$ cat src/rtl/alu_op_sequencer.sv
// ============================================================================
// Module      : alu_op_sequencer
// Description : Issues decoded ops to a 4-function ALU; builds SLT from SUB and
//               MULT as a WIDTH-cycle shift-add over ALU ADD.
// Revision    : 1.0 - initial release
// ============================================================================
`default_nettype none

module alu_op_sequencer #(
    parameter int WIDTH  = 32,
    parameter bit MUL_EN = 1'b1
) (
    input  logic             clk,
    input  logic             reset,
    input  logic             in_valid,
    output logic             in_ready,
    input  logic [1:0]       in_aluop,
    input  logic [5:0]       in_funct,
    input  logic [WIDTH-1:0] in_a,
    input  logic [WIDTH-1:0] in_b,
    output logic [3:0]       alu_ctrl,
    output logic [WIDTH-1:0] alu_op1,
    output logic [WIDTH-1:0] alu_op2,
    input  logic [WIDTH-1:0] alu_out,
    input  logic             alu_zero,
    output logic             res_valid,
    input  logic             res_ready,
    output logic [WIDTH-1:0] res_data,
    output logic             res_zero,
    output logic             res_err
);

    localparam logic [3:0] C_AND = 4'b0000;
    localparam logic [3:0] C_OR  = 4'b0001;
    localparam logic [3:0] C_ADD = 4'b0010;
    localparam logic [3:0] C_SUB = 4'b0110;
    localparam int         CW    = (WIDTH > 1) ? $clog2(WIDTH) : 1;
    localparam logic [CW-1:0] C_CNT_LAST = CW'(WIDTH - 1);

    typedef enum logic [1:0] {
        S_IDLE = 2'd0,
        S_EXEC = 2'd1,
        S_MUL  = 2'd2,
        S_DONE = 2'd3
    } state_t;

    state_t            r_state;
    state_t            w_state_nxt;
    logic [WIDTH-1:0]  r_a;
    logic [WIDTH-1:0]  r_b;
    logic [3:0]        r_ctrl;
    logic              r_slt;
    logic [WIDTH-1:0]  r_acc;
    logic [WIDTH-1:0]  r_mcand;
    logic [WIDTH-1:0]  r_mplier;
    logic [CW-1:0]     r_cnt;
    logic [WIDTH-1:0]  r_res_data;
    logic              r_res_zero;
    logic              r_res_err;

    logic              w_accept;
    logic              w_legal;
    logic              w_is_mul;
    logic              w_is_slt;
    logic [3:0]        w_ctrl;
    logic              w_ovf;
    logic              w_lt;

    assign w_accept  = in_valid & in_ready;
    assign in_ready  = (r_state == S_IDLE);
    assign res_valid = (r_state == S_DONE);
    assign res_data  = r_res_data;
    assign res_zero  = r_res_zero;
    assign res_err   = r_res_err;

    // Signed less-than from A-B: the sign of the difference, corrected on overflow.
    assign w_ovf = (r_a[WIDTH-1] != r_b[WIDTH-1]) & (alu_out[WIDTH-1] != r_a[WIDTH-1]);
    assign w_lt  = alu_out[WIDTH-1] ^ w_ovf;

    always_comb begin
        w_legal  = 1'b1;
        w_is_mul = 1'b0;
        w_is_slt = 1'b0;
        w_ctrl   = C_ADD;
        case (in_aluop)
            2'b00: w_ctrl = C_ADD;
            2'b01: w_ctrl = C_SUB;
            2'b10: begin
                case (in_funct)
                    6'b100000: w_ctrl = C_ADD;
                    6'b100010: w_ctrl = C_SUB;
                    6'b100100: w_ctrl = C_AND;
                    6'b100101: w_ctrl = C_OR;
                    6'b101010: begin
                        w_ctrl   = C_SUB;
                        w_is_slt = 1'b1;
                    end
                    6'b011000: begin
                        w_is_mul = MUL_EN;
                        w_legal  = MUL_EN;
                    end
                    default: w_legal = 1'b0;
                endcase
            end
            default: w_legal = 1'b0;
        endcase
    end

    always_ff @(posedge clk) begin
        if (reset) begin
            r_state <= S_IDLE;
        end else begin
            r_state <= w_state_nxt;
        end
    end

    always_comb begin
        w_state_nxt = r_state;
        alu_ctrl    = C_AND;
        alu_op1     = '0;
        alu_op2     = '0;
        case (r_state)
            S_IDLE: begin
                if (w_accept) begin
                    if (!w_legal)     w_state_nxt = S_DONE;
                    else if (w_is_mul) w_state_nxt = S_MUL;
                    else              w_state_nxt = S_EXEC;
                end
            end
            S_EXEC: begin
                alu_ctrl    = r_ctrl;
                alu_op1     = r_a;
                alu_op2     = r_b;
                w_state_nxt = S_DONE;
            end
            S_MUL: begin
                alu_ctrl = C_ADD;
                alu_op1  = r_acc;
                alu_op2  = r_mplier[0] ? r_mcand : '0;
                if (r_cnt == C_CNT_LAST) w_state_nxt = S_DONE;
            end
            S_DONE: begin
                if (res_ready) w_state_nxt = S_IDLE;
            end
            default: w_state_nxt = S_IDLE;
        endcase
    end

    always_ff @(posedge clk) begin
        if (reset) begin
            r_a        <= '0;
            r_b        <= '0;
            r_ctrl     <= C_AND;
            r_slt      <= 1'b0;
            r_acc      <= '0;
            r_mcand    <= '0;
            r_mplier   <= '0;
            r_cnt      <= '0;
            r_res_data <= '0;
            r_res_zero <= 1'b0;
            r_res_err  <= 1'b0;
        end else begin
            case (r_state)
                S_IDLE: begin
                    if (w_accept) begin
                        r_a      <= in_a;
                        r_b      <= in_b;
                        r_ctrl   <= w_ctrl;
                        r_slt    <= w_is_slt;
                        r_acc    <= '0;
                        r_mcand  <= in_a;
                        r_mplier <= in_b;
                        r_cnt    <= '0;
                        r_res_err <= ~w_legal;
                        if (!w_legal) begin
                            r_res_data <= '0;
                            r_res_zero <= 1'b1;
                        end
                    end
                end
                S_EXEC: begin
                    if (r_slt) begin
                        r_res_data <= {{(WIDTH-1){1'b0}}, w_lt};
                        r_res_zero <= ~w_lt;
                    end else begin
                        r_res_data <= alu_out;
                        r_res_zero <= alu_zero;
                    end
                end
                S_MUL: begin
                    r_acc    <= alu_out;
                    r_mcand  <= r_mcand << 1;
                    r_mplier <= r_mplier >> 1;
                    r_cnt    <= r_cnt + CW'(1);
                    if (r_cnt == C_CNT_LAST) begin
                        r_res_data <= alu_out;
                        r_res_zero <= (alu_out == '0);
                    end
                end
                default: ;
            endcase
        end
    end

endmodule

`default_nettype wire
$ cat config.mk
export PLATFORM = sky130hd
export DESIGN_NAME = alu_op_sequencer
export DESIGN_NICKNAME = d
export VERILOG_FILES = /design/src/rtl/alu_op_sequencer.sv
export SDC_FILE = /design/constraint.sdc
export NUM_CORES = 1
export LEC_CHECK = 0
export CAP_MARGIN = 20
export CORE_MARGIN = 2
export CORE_UTILIZATION = 45
export DETAILED_ROUTE_END_ITERATION = 12
export GPL_ROUTABILITY_DRIVEN = 0
export PLACE_DENSITY = 0.74
export SYNTH_ARGS = -nofsm -noshare
export SYNTH_HDL_FRONTEND = slang
export SYNTH_SLANG_ARGS = --single-unit
$ cat constraint.sdc
create_clock -name clk -period 6 [get_ports clk]
set_clock_uncertainty 0.2 [all_clocks]
set_input_delay 1.5 -clock clk [delete_from_list [all_inputs] [get_ports clk]]
set_output_delay 1.5 -clock clk [all_outputs]
set_load 0.03 [all_outputs]
======== Word level (Yosys, flattened, before mapping) ========
Cells that the tools add are included.
storage, ports and cells
  register bits after elaboration ......... 206
  output and inout port bits .............. 104
  input port bits ......................... 109
operators by class
  muxes and demuxes ....................... 36
  reductions and logical operators ........ 12
  bitwise operators ....................... 5
  equality and inequality tests ........... 18
  add/subtract/negate cells ............... 1
operators with widths
  kind                                                 count
  case mux 32 bit (2 select lines)                     5
  two-way mux 32 bit                                   8
  case mux 32 bit (3 select lines)                     1
  logical NOT 32 bit                                   1
  equality test 6 bit, second input constant           5
  two-way mux 2 bit                                    5
  case mux 5 bit (2 select lines)                      1
  two-way mux 1 bit                                    9
  case mux 3 bit (3 select lines)                      1
  case mux 2 bit (4 select lines)                      1
  case mux 4 bit (2 select lines)                      1
  equality test 2 bit, second input constant           3
  equality test 6 x 5 -> 1 bit, second input constant  1
  case mux 3 bit (2 select lines)                      1
  OR reduction 6 bit                                   1
  adder 5 x 1 -> 5 bit, second input constant          1
  equality test 5 bit, second input constant           1
  two-way mux 5 bit                                    1
  equality test 2 x 1 -> 1 bit, second input constant  2
  logical NOT 2 bit                                    2
  != test 2 x 1 -> 1 bit, second input constant        2
  != test 2 bit, second input constant                 2
  AND reduction 2 bit                                  2
  AND reduction 4 bit                                  1
  other kinds (10)                                     14

======== Logic depth before layout (Yosys ltp) ========
Gate-level depths: netlist (run 1).
  word-level depth ........................ 7
  gate-level depth with buffers ........... 10

======== Least setup slack after synthesis (run 1) ========
Ideal clock, no wire load.
  path kind ............................... register -> output
  from .................................... register r_state[0]
  to ...................................... output alu_op1[0]
  buffers on the path ..................... 2
  arrival time ............................ 1,861 ps
  cell stages (with the launch flop) ...... 7
  required time ........................... 4,300 ps
  path slack .............................. 2,439 ps
  cell sequence ........................... dfxtp_1 inv_1 ha_1 and2_1 clkbuf_1 buf_1 a22o_1
on the way
  cells in the longest elaborated chain, start to end .. 2
  elaborated cells on any way between the ends .. 3
  those cells by class .................... eq/ne (2); mux (1)
ends and longest elaborated chain
  element                                                              line  source
  start, declared                                                      47    state_t r_state;
  start signal, assigned                                               113   r_state <= w_state_nxt;
  equality test 2 bit or equality test 2 x 1 -> 1 bit (tied branches)  122   case (r_state)
  case mux 32 bit (2 select lines) (*)                                 122
  end, declared                                                        22    output logic [WIDTH-1:0] alu_op1,
Every way passes the cells marked *; elsewhere a longest branch is shown, timed or not.

======== Worst setup path in the final report (run 1) ========
  from .................................... register r_state[0]
  to ...................................... output alu_op2[28]
on the way
  cells in the longest elaborated chain, start to end .. 2
  elaborated cells on any way between the ends .. 3
  those cells by class .................... eq/ne (2); mux (1)
ends and longest elaborated chain
  element                                                              line  source
  equality test 2 bit or equality test 2 x 1 -> 1 bit (tied branches)  122
  case mux 32 bit (2 select lines) (*)                                 122
  end, declared                                                        23    output logic [WIDTH-1:0] alu_op2,
Marked as above.

==> results of run 1 <==
## layout by cell type, fill, tap and decap left out, drive strengths merged, types with 2 or more instances in the layout
master,count
mux2i,33
and3,4
a22oi,37
nand2,137
a21oi,104
a211oi,36
dfxtp,205
nor2b,4
clkinv,7
o32ai,2
a22o,64
o21ai,36
inv,7
and2,4
nor4,7
clkdlybuf4s50,210
nor2,114
clkbuf,30
nor3,37
o22ai,31
nand4,34
o21a,2
buf,18
nand4bb,2
ha,11
nand2b,4
## worst paths after layout
| check | from | to |
|---|---|---|
| worst max-delay path | r_state[0]$_SDFFE_PP0P_ | alu_op2[28] |
| worst min-delay path | r_b[14]$_SDFFE_PP0P_ | r_b[14]$_SDFFE_PP0P_ |
| worst max register to register | r_state[0]$_SDFFE_PP0P_ | r_mcand[18]$_SDFFE_PP0P_ |
| worst min register to register | r_b[14]$_SDFFE_PP0P_ | r_b[14]$_SDFFE_PP0P_ |
## state kept, by name, summed over array words and instances (netlist names)
register and cells:
r_cnt 5, r_ctrl 3, res_err 1, r_mcand 32, r_state 2, res_data 32
r_mplier 32, r_acc 32, r_slt 1, res_zero 1, r_b 32, r_a 32
## layout make-up
type	count	area share, %
timing repair buffer	228	19.93
tap	260	2.773
clock buffer	30	5.546
clock inverter	9	0.7146
sequential	205	34.98
multi-input combinational	717	35.83
inverter	7	0.2240
## tightest hold or removal path, delay by kind of cell, from the launching register on
family	cells	cell delay [ps]
AOI/OAI and AO/OA	1	50
and+or+nand+nor	1	50
DFF	1	310
## per-stage QoR
stage / instance area, sq um / util (%)
after global placement: 10890 / 57.66
final: 11730 / 62.09
after CTS: 11630 / 61.55
after global routing: 11730 / 62.09
after detailed placement: 10890 / 57.66
after floorplan: 8738 / -
## cells by family after synthesis
family / count (synthesis)
simple gates: 350
other cells: 1
fa+ha+maj: 11
compound gates: 321
buf+inv: 106
xor+xnor: 1
flops: 205
mux: 33
## power groups by stage
stage	combinational [W]	clock, W	sequential [W]
2_1_floorplan	0.00118	0	0.00192
3_3_place_gp	0.00171	0	0.00193
3_5_place_dp	0.00175	0	0.00193
4_1_cts	0.00176	0.00138	0.00191
5_1_grt	0.00200	0.00144	0.00195
6_report	0.00184	0.00136	0.00191
## routing by layer
layer	global-route usage (%)	vias to the layer above	share of wire, %
li1	-	4019	-
met1	36.20	3903	45
met2	38.25	349	43
met3	6.898	39	10
met4	5.676	0	1.8
met5	0	-	0
==> results.json, run 1 <==
{
  "status": "completed",
  "power_switching_w": 0.001915,
  "layout.area.seq_sq_mm": 0.004104,
  "h_tree_lvl_count": 1,
  "core-area_sq_mm": 0.01889,
  "cts_max_path_buffers": 3,
  "leakage_nw": 4.224,
  "max_freq_ghz": 0.1892,
  "timing.critical_path.required_ps": 4300,
  "cts_hold_repair.buffers": 0,
  "antenna-diode-count": 0,
  "crit_buf_inv": 3,
  "crit_cells": 6,
  "worst_slew_pin_slew_ps": 993.1,
  "synth_enable_flop_cells": 0,
  "critical_path.slowest_cell": "and2_2",
  "vias_per_cell": 5.707,
  "synthMuxAreaShare_pct": 3.780,
  "finalMaxSlewViolations": 0,
  "tritoncts": "built",
  "comb_power_share_pct": 36.0,
  "io_pins": 213,
  "yosys.area.top_type_share_pct": 46.96,
  "final.hold.worst_slack_ps": 254.8,
  "synth_cells": 1028,
  "ctsResizeCount": 0,
  "critical_path.cell_chain": "inv_1 > ha_1 > and2_2 > buf_4 > a22o_1 > clkdlybuf4s50_1",
  "synth_ff_type": "dfxtp_1",
  "power_density_over_cell_area_mw_per_mm2": 435.3,
  "critPathTopFamily": "buffers and inverters",
  "grt_antenna_before_repair": 3,
  "clkPwrFrac_pct": 26.6,
  "yosys.area_share.adder_pct": 1.575,
  "most_frequent_cell_after_synthesis": "dfxtp_1",
  "ys_top_cells_by_count": "205 x dfxtp_1, 137 x nand2_1, 114 x nor2_1, 103 x a21oi_1, 68 x clkbuf_1",
  "report.final.hold_viol_count": 0,
  "period_utilisation_layout_pct": 88.09,
  "dp.cells": 1413,
  "finalSetupViolations": 0,
  "cellInternalPower_w": 0.003191,
  "synthesis.yosys.warnings": 0,
  "worstHoldPathCells": 2,
  "port-buffer-count": 211,
  "synth_top_family_by_area": "compound AO/OA/AOI/OAI gates",
  "max_stage_delay_ps": 870,
  "synthDistinctLibCells": 47,
  "clock-root-buffer": "clkbuf_16",
  "netlist.top_cell.by_area": "dfxtp_1",
  "synth_async_sr_flop_share_pct": 0,
  "wl_per_cell_microns": 18.58,
  "slew_headroom_pct": 33.79,
  "cp-end-kind": "primary output",
  "ys_seq_elements": 205,
  "grt_use_total_pct": 25.31,
  "detailedPlacementHpwl_microns": 18060,
  "synthTopCellsByArea": "dfxtp_1 47%, a22o_1 6.4%, a21oi_1 5.9%",
  "first_pass_iters": 5,
  "timing.setup.tns_ps": 0,
  "drv_cap": 0,
  "synthXorXnorAreaFrac_pct": 0.1002,
  "mapped_nets": 1148,
  "post_route_cells_drive_above_1_share_pct": 6.104,
  "drt_wl_total_microns": 27050,
  "post-layout-total-power_w": 0.005106,
  "post-cts-setup-buffer-count": 0,
  "rr_worst_depth": 9,
  "timing.final.crit_period_ps": 5285,
  "rsz0062_at_grt": "no",
  "worst_ep_arrival_time_ps": 3590,
  "grt_max_degree": 106,
  "die_w_microns": 143.4,
  "cts_made_buffers": 22,
  "clk-insertion-delay-late_ps": 510,
  "pre_cts_ws_ps": 1274,
  "critical_path.max_fanout": 41,
  "layout_setup_ws_ps": 714.7,
  "synth-seq-area-share_pct": 46.96,
  "power.switching_fraction_pct": 37.50,
  "vdd.ir_drop.worst_uv": 259.4,
  "areaGrowthSynthToFinish_pct": 34.25,
  "worst_setup_hold_path_clk_slew_ps": 60,
  "grt_overflow_total": 0,
  "drc": 0,
  "timing.reg2reg.setup_slack_ps": 3250,
  "detail-route-antenna-nets": 0,
  "routed-via-count": 8310,
  "design.final.nets": 1301,
  "grt_pass1_wl_microns": 42180,
  "synth_simple_gate_area_share_pct": 17.53,
  "timing.setup.critical_path_class": "flop to primary output",
  "cp-start-kind": "flop",
  "chipHeight_microns": 143.4,
  "first_iter_violations": 630,
  "hold_path.class": "flop to flop",
  "synth_area_per_cell_sq_um": 8.500,
  "dieArea_sq_mm": 0.02055,
  "seqPwrFrac_pct": 37.5,
  "layout.filler_cells": 1658,
  "finalNonFillerCells": 1456,
  "row_count": 50,
  "via_count_of_the_first_global_routing_pass": 7820,
  "multi_input_area_sq_mm": 0.004203,
  "initial_cell_density_of_the_core_pct": 46.25,
  "post_synth_instance_area_sq_mm": 0.008738,
  "cts.sink_count": 205,
  "synth_compound_gate_area_share_pct": 24.81
}
(Power assumes the default switching activity.)
==> run 2: changes to the inputs <==
- CAP_MARGIN: 20 -> 10
==> run 2 against run 1 <==
  * Total power down 1.3%
  * First-iteration DRC count fell by 12%
  * Sequential power about the same
  * Critical path depth stayed put
  * Via count grew 0.34%
  * Critical endpoint unchanged
  * Largest cell class unchanged
  * Highest routed layer unchanged
==> results.json, run 2 (same netlist as run 1, synthesis figures left out) <==
{
  "vias_per_cell": 5.742,
  "drv_cap": 0,
  "port-buffer-count": 211,
  "multi_input_area_sq_mm": 0.004203,
  "cp-end-kind": "primary output",
  "max_stage_delay_ps": 870,
  "h_tree_lvl_count": 1,
  "dieArea_sq_mm": 0.02055,
  "final.hold.worst_slack_ps": 254.6,
  "critPathTopFamily": "buffers and inverters",
  "first_pass_iters": 5,
  "status": "completed",
  "hold_path_end": "r_b[14]$_SDFFE_PP0P_",
  "post_route_cells_drive_above_1_share_pct": 5.789,
  "timing.setup.critical_path_class": "flop to primary output",
  "routed-via-count": 8338,
  "row_count": 50,
  "antenna-diode-count": 0,
  "design.final.nets": 1297,
  "cts_max_path_buffers": 3,
  "core-area_sq_mm": 0.01889,
  "timing.reg2reg.setup_slack_ps": 2700,
  "timing.setup.tns_ps": 0,
  "min_from": "r_b[14]$_SDFFE_PP0P_",
  "period_utilisation_layout_pct": 88.45,
  "drt_wl_total_microns": 26990,
  "timing.critical_path.required_ps": 4300,
  "critical_path.slowest_cell": "and2_2",
  "power.switching_fraction_pct": 37.81,
  "power_switching_w": 0.001905,
  "rr_worst_depth": 8,
  "mostFrequentLayoutCells": "210 x clkdlybuf4s50_1, 205 x dfxtp_1, 136 x nand2_1",
  "cts.sink_count": 205,
  "crit_buf_inv": 3,
  "grt_antenna_before_repair": 3,
  "critical_path.max_fanout": 41,
  "worst_ep_arrival_time_ps": 3610,
  "clk-insertion-delay-late_ps": 510,
  "grt_use_total_pct": 25.31,
  "first_iter_violations": 556,
  "max_freq_ghz": 0.1884,
  "worstHoldPathCells": 2,
  "critical_path.cell_chain": "inv_1 > ha_1 > and2_2 > buf_4 > a22o_1 > clkdlybuf4s50_1",
  "initial_cell_density_of_the_core_pct": 46.25,
  "areaGrowthSynthToFinish_pct": 33.08,
  "cp-start-kind": "flop",
  "clkPwrFrac_pct": 27.0,
  "reg2reg_from": "r_state[0]$_SDFFE_PP0P_",
  "rsz0062_at_grt": "no",
  "tritoncts": "built",
  "seqPwrFrac_pct": 38.0,
  "hold_path.class": "flop to flop",
  "grt_overflow_total": 0,
  "timing.final.crit_period_ps": 5307,
  "layout.area.seq_sq_mm": 0.004104,
  "cts_made_buffers": 22,
  "final_cell_area_sq_mm": 0.01163,
  "slew_headroom_pct": 17.83,
  "most_common_library_cell_in_the_layout_ignoring_fill_and_taps": "clkdlybuf4s50_1",
  "cellInternalPower_w": 0.003133,
  "io_pins": 213,
  "layout.filler_cells": 1672,
  "via_count_of_the_first_global_routing_pass": 7820,
  "chipHeight_microns": 143.4,
  "comb_power_share_pct": 35.0,
  "leakage_nw": 4.177,
  "grt_max_degree": 106,
  "cts_hold_repair.buffers": 0,
  "grt_pass1_wl_microns": 42180,
  "clock-root-buffer": "clkbuf_16",
  "power_density_over_cell_area_mw_per_mm2": 433.3,
  "finalMaxSlewViolations": 0,
  "detailedPlacementHpwl_microns": 18060,
  "vdd.ir_drop.worst_uv": 259.9,
  "worstReg2RegEnd": "res_zero$_SDFFE_PP0P_",
  "wl_per_cell_microns": 18.59,
  "finalSetupViolations": 0,
  "detail-route-antenna-nets": 0,
  "die_w_microns": 143.4,
  "dpl-instance-area_sq_mm": 0.01089,
  "ctsResizeCount": 0,
  "post-cts-setup-buffer-count": 0,
  "report.final.hold_viol_count": 0,
  "worst_slew_pin_slew_ps": 1233,
  "worst_setup_hold_path_clk_slew_ps": 60,
  "drc": 0
}
-- run 2: cell count changes in the layout (fill, tap and decap cells not counted) --
cell	change
buf_12	-1
buf_16	-3
-- run 2: per-stage QoR --
| step | total power, W | utilization, % | instances | setup slack [ps] |
|---|---|---|---|---|
| after floorplan | 0.003100 | - | 1028 | 2439 |
| after global placement | 0.003644 | 57.66 | 1413 | 1429 |
| after detailed placement | 0.003683 | 57.66 | 1413 | 1274 |
| after CTS | 0.005047 | 61.55 | 1452 | 726.2 |
| after global routing | 0.005314 | 61.55 | 1452 | 564.3 |
| final | 0.005038 | 61.55 | 1452 | 693.1 |
-- run 2: layer usage --
layer | GRT usage (%) | up-vias | part of all wire (%) | routed length, microns
met2 | 38.25 | 334 | 43 | 11660
met3 | 6.898 | 35 | 9.6 | 2589
met4 | 5.676 | 0 | 1.7 | 449
met5 | 0 | - | 0 | 0
met1 | 36.20 | 3958 | 46 | 12290
li1 | - | 4011 | - | -
-- run 2: how the worst max path moves through the flow --
stage | from | endpoint | cells past startpoint
3_3_place_gp | r_state[0]$_SDFFE_PP0P_ | alu_op1[18] | 6
5_1_grt | r_state[0]$_SDFFE_PP0P_ | alu_op2[28] | 6
3_5_place_dp | r_state[0]$_SDFFE_PP0P_ | alu_op2[28] | 6
6_report | r_state[0]$_SDFFE_PP0P_ | alu_op2[28] | 6
4_1_cts | r_state[0]$_SDFFE_PP0P_ | alu_op2[28] | 6
2_1_floorplan | r_state[0]$_SDFFE_PP0P_ | alu_op1[0] | 6
-- run 2: power by group through the flow --
| stage | sequential [W] | combinational [W] | clock, W |
|---|---|---|---|
| floorplan | 0.00192 | 0.00118 | 0 |
| global placement | 0.00193 | 0.00171 | 0 |
| detailed placement | 0.00193 | 0.00175 | 0 |
| CTS | 0.00191 | 0.00176 | 0.00138 |
| global route | 0.00195 | 0.00193 | 0.00144 |
| finish | 0.00191 | 0.00177 | 0.00136 |
-- run 2: area by class of cell --
| class | instances | share of cell area (%) |
|---|---|---|
| Inverter | 7 | 0.2260 |
| Sequential cell | 205 | 35.29 |
| Tap cell | 260 | 2.797 |
| Multi-Input combinational cell | 717 | 36.14 |
| Clock inverter | 9 | 0.7209 |
| Clock buffer | 30 | 5.595 |
| Timing Repair Buffer | 224 | 19.23 |
-- run 2: worst register-to-register path, delay by kind of cell, from the launching register on --
family,cells,cell delay [ps]
compound gates,3,1490
flops,1,360
buf+inv,2,410
simple gates,2,530
fa+ha+maj,1,220
==> run 3: changes to the inputs <==
- TNS_END_PERCENT: default -> 5
==> results of run 3 <==
Final layout, timing and power as in run 2 (identical DEF).
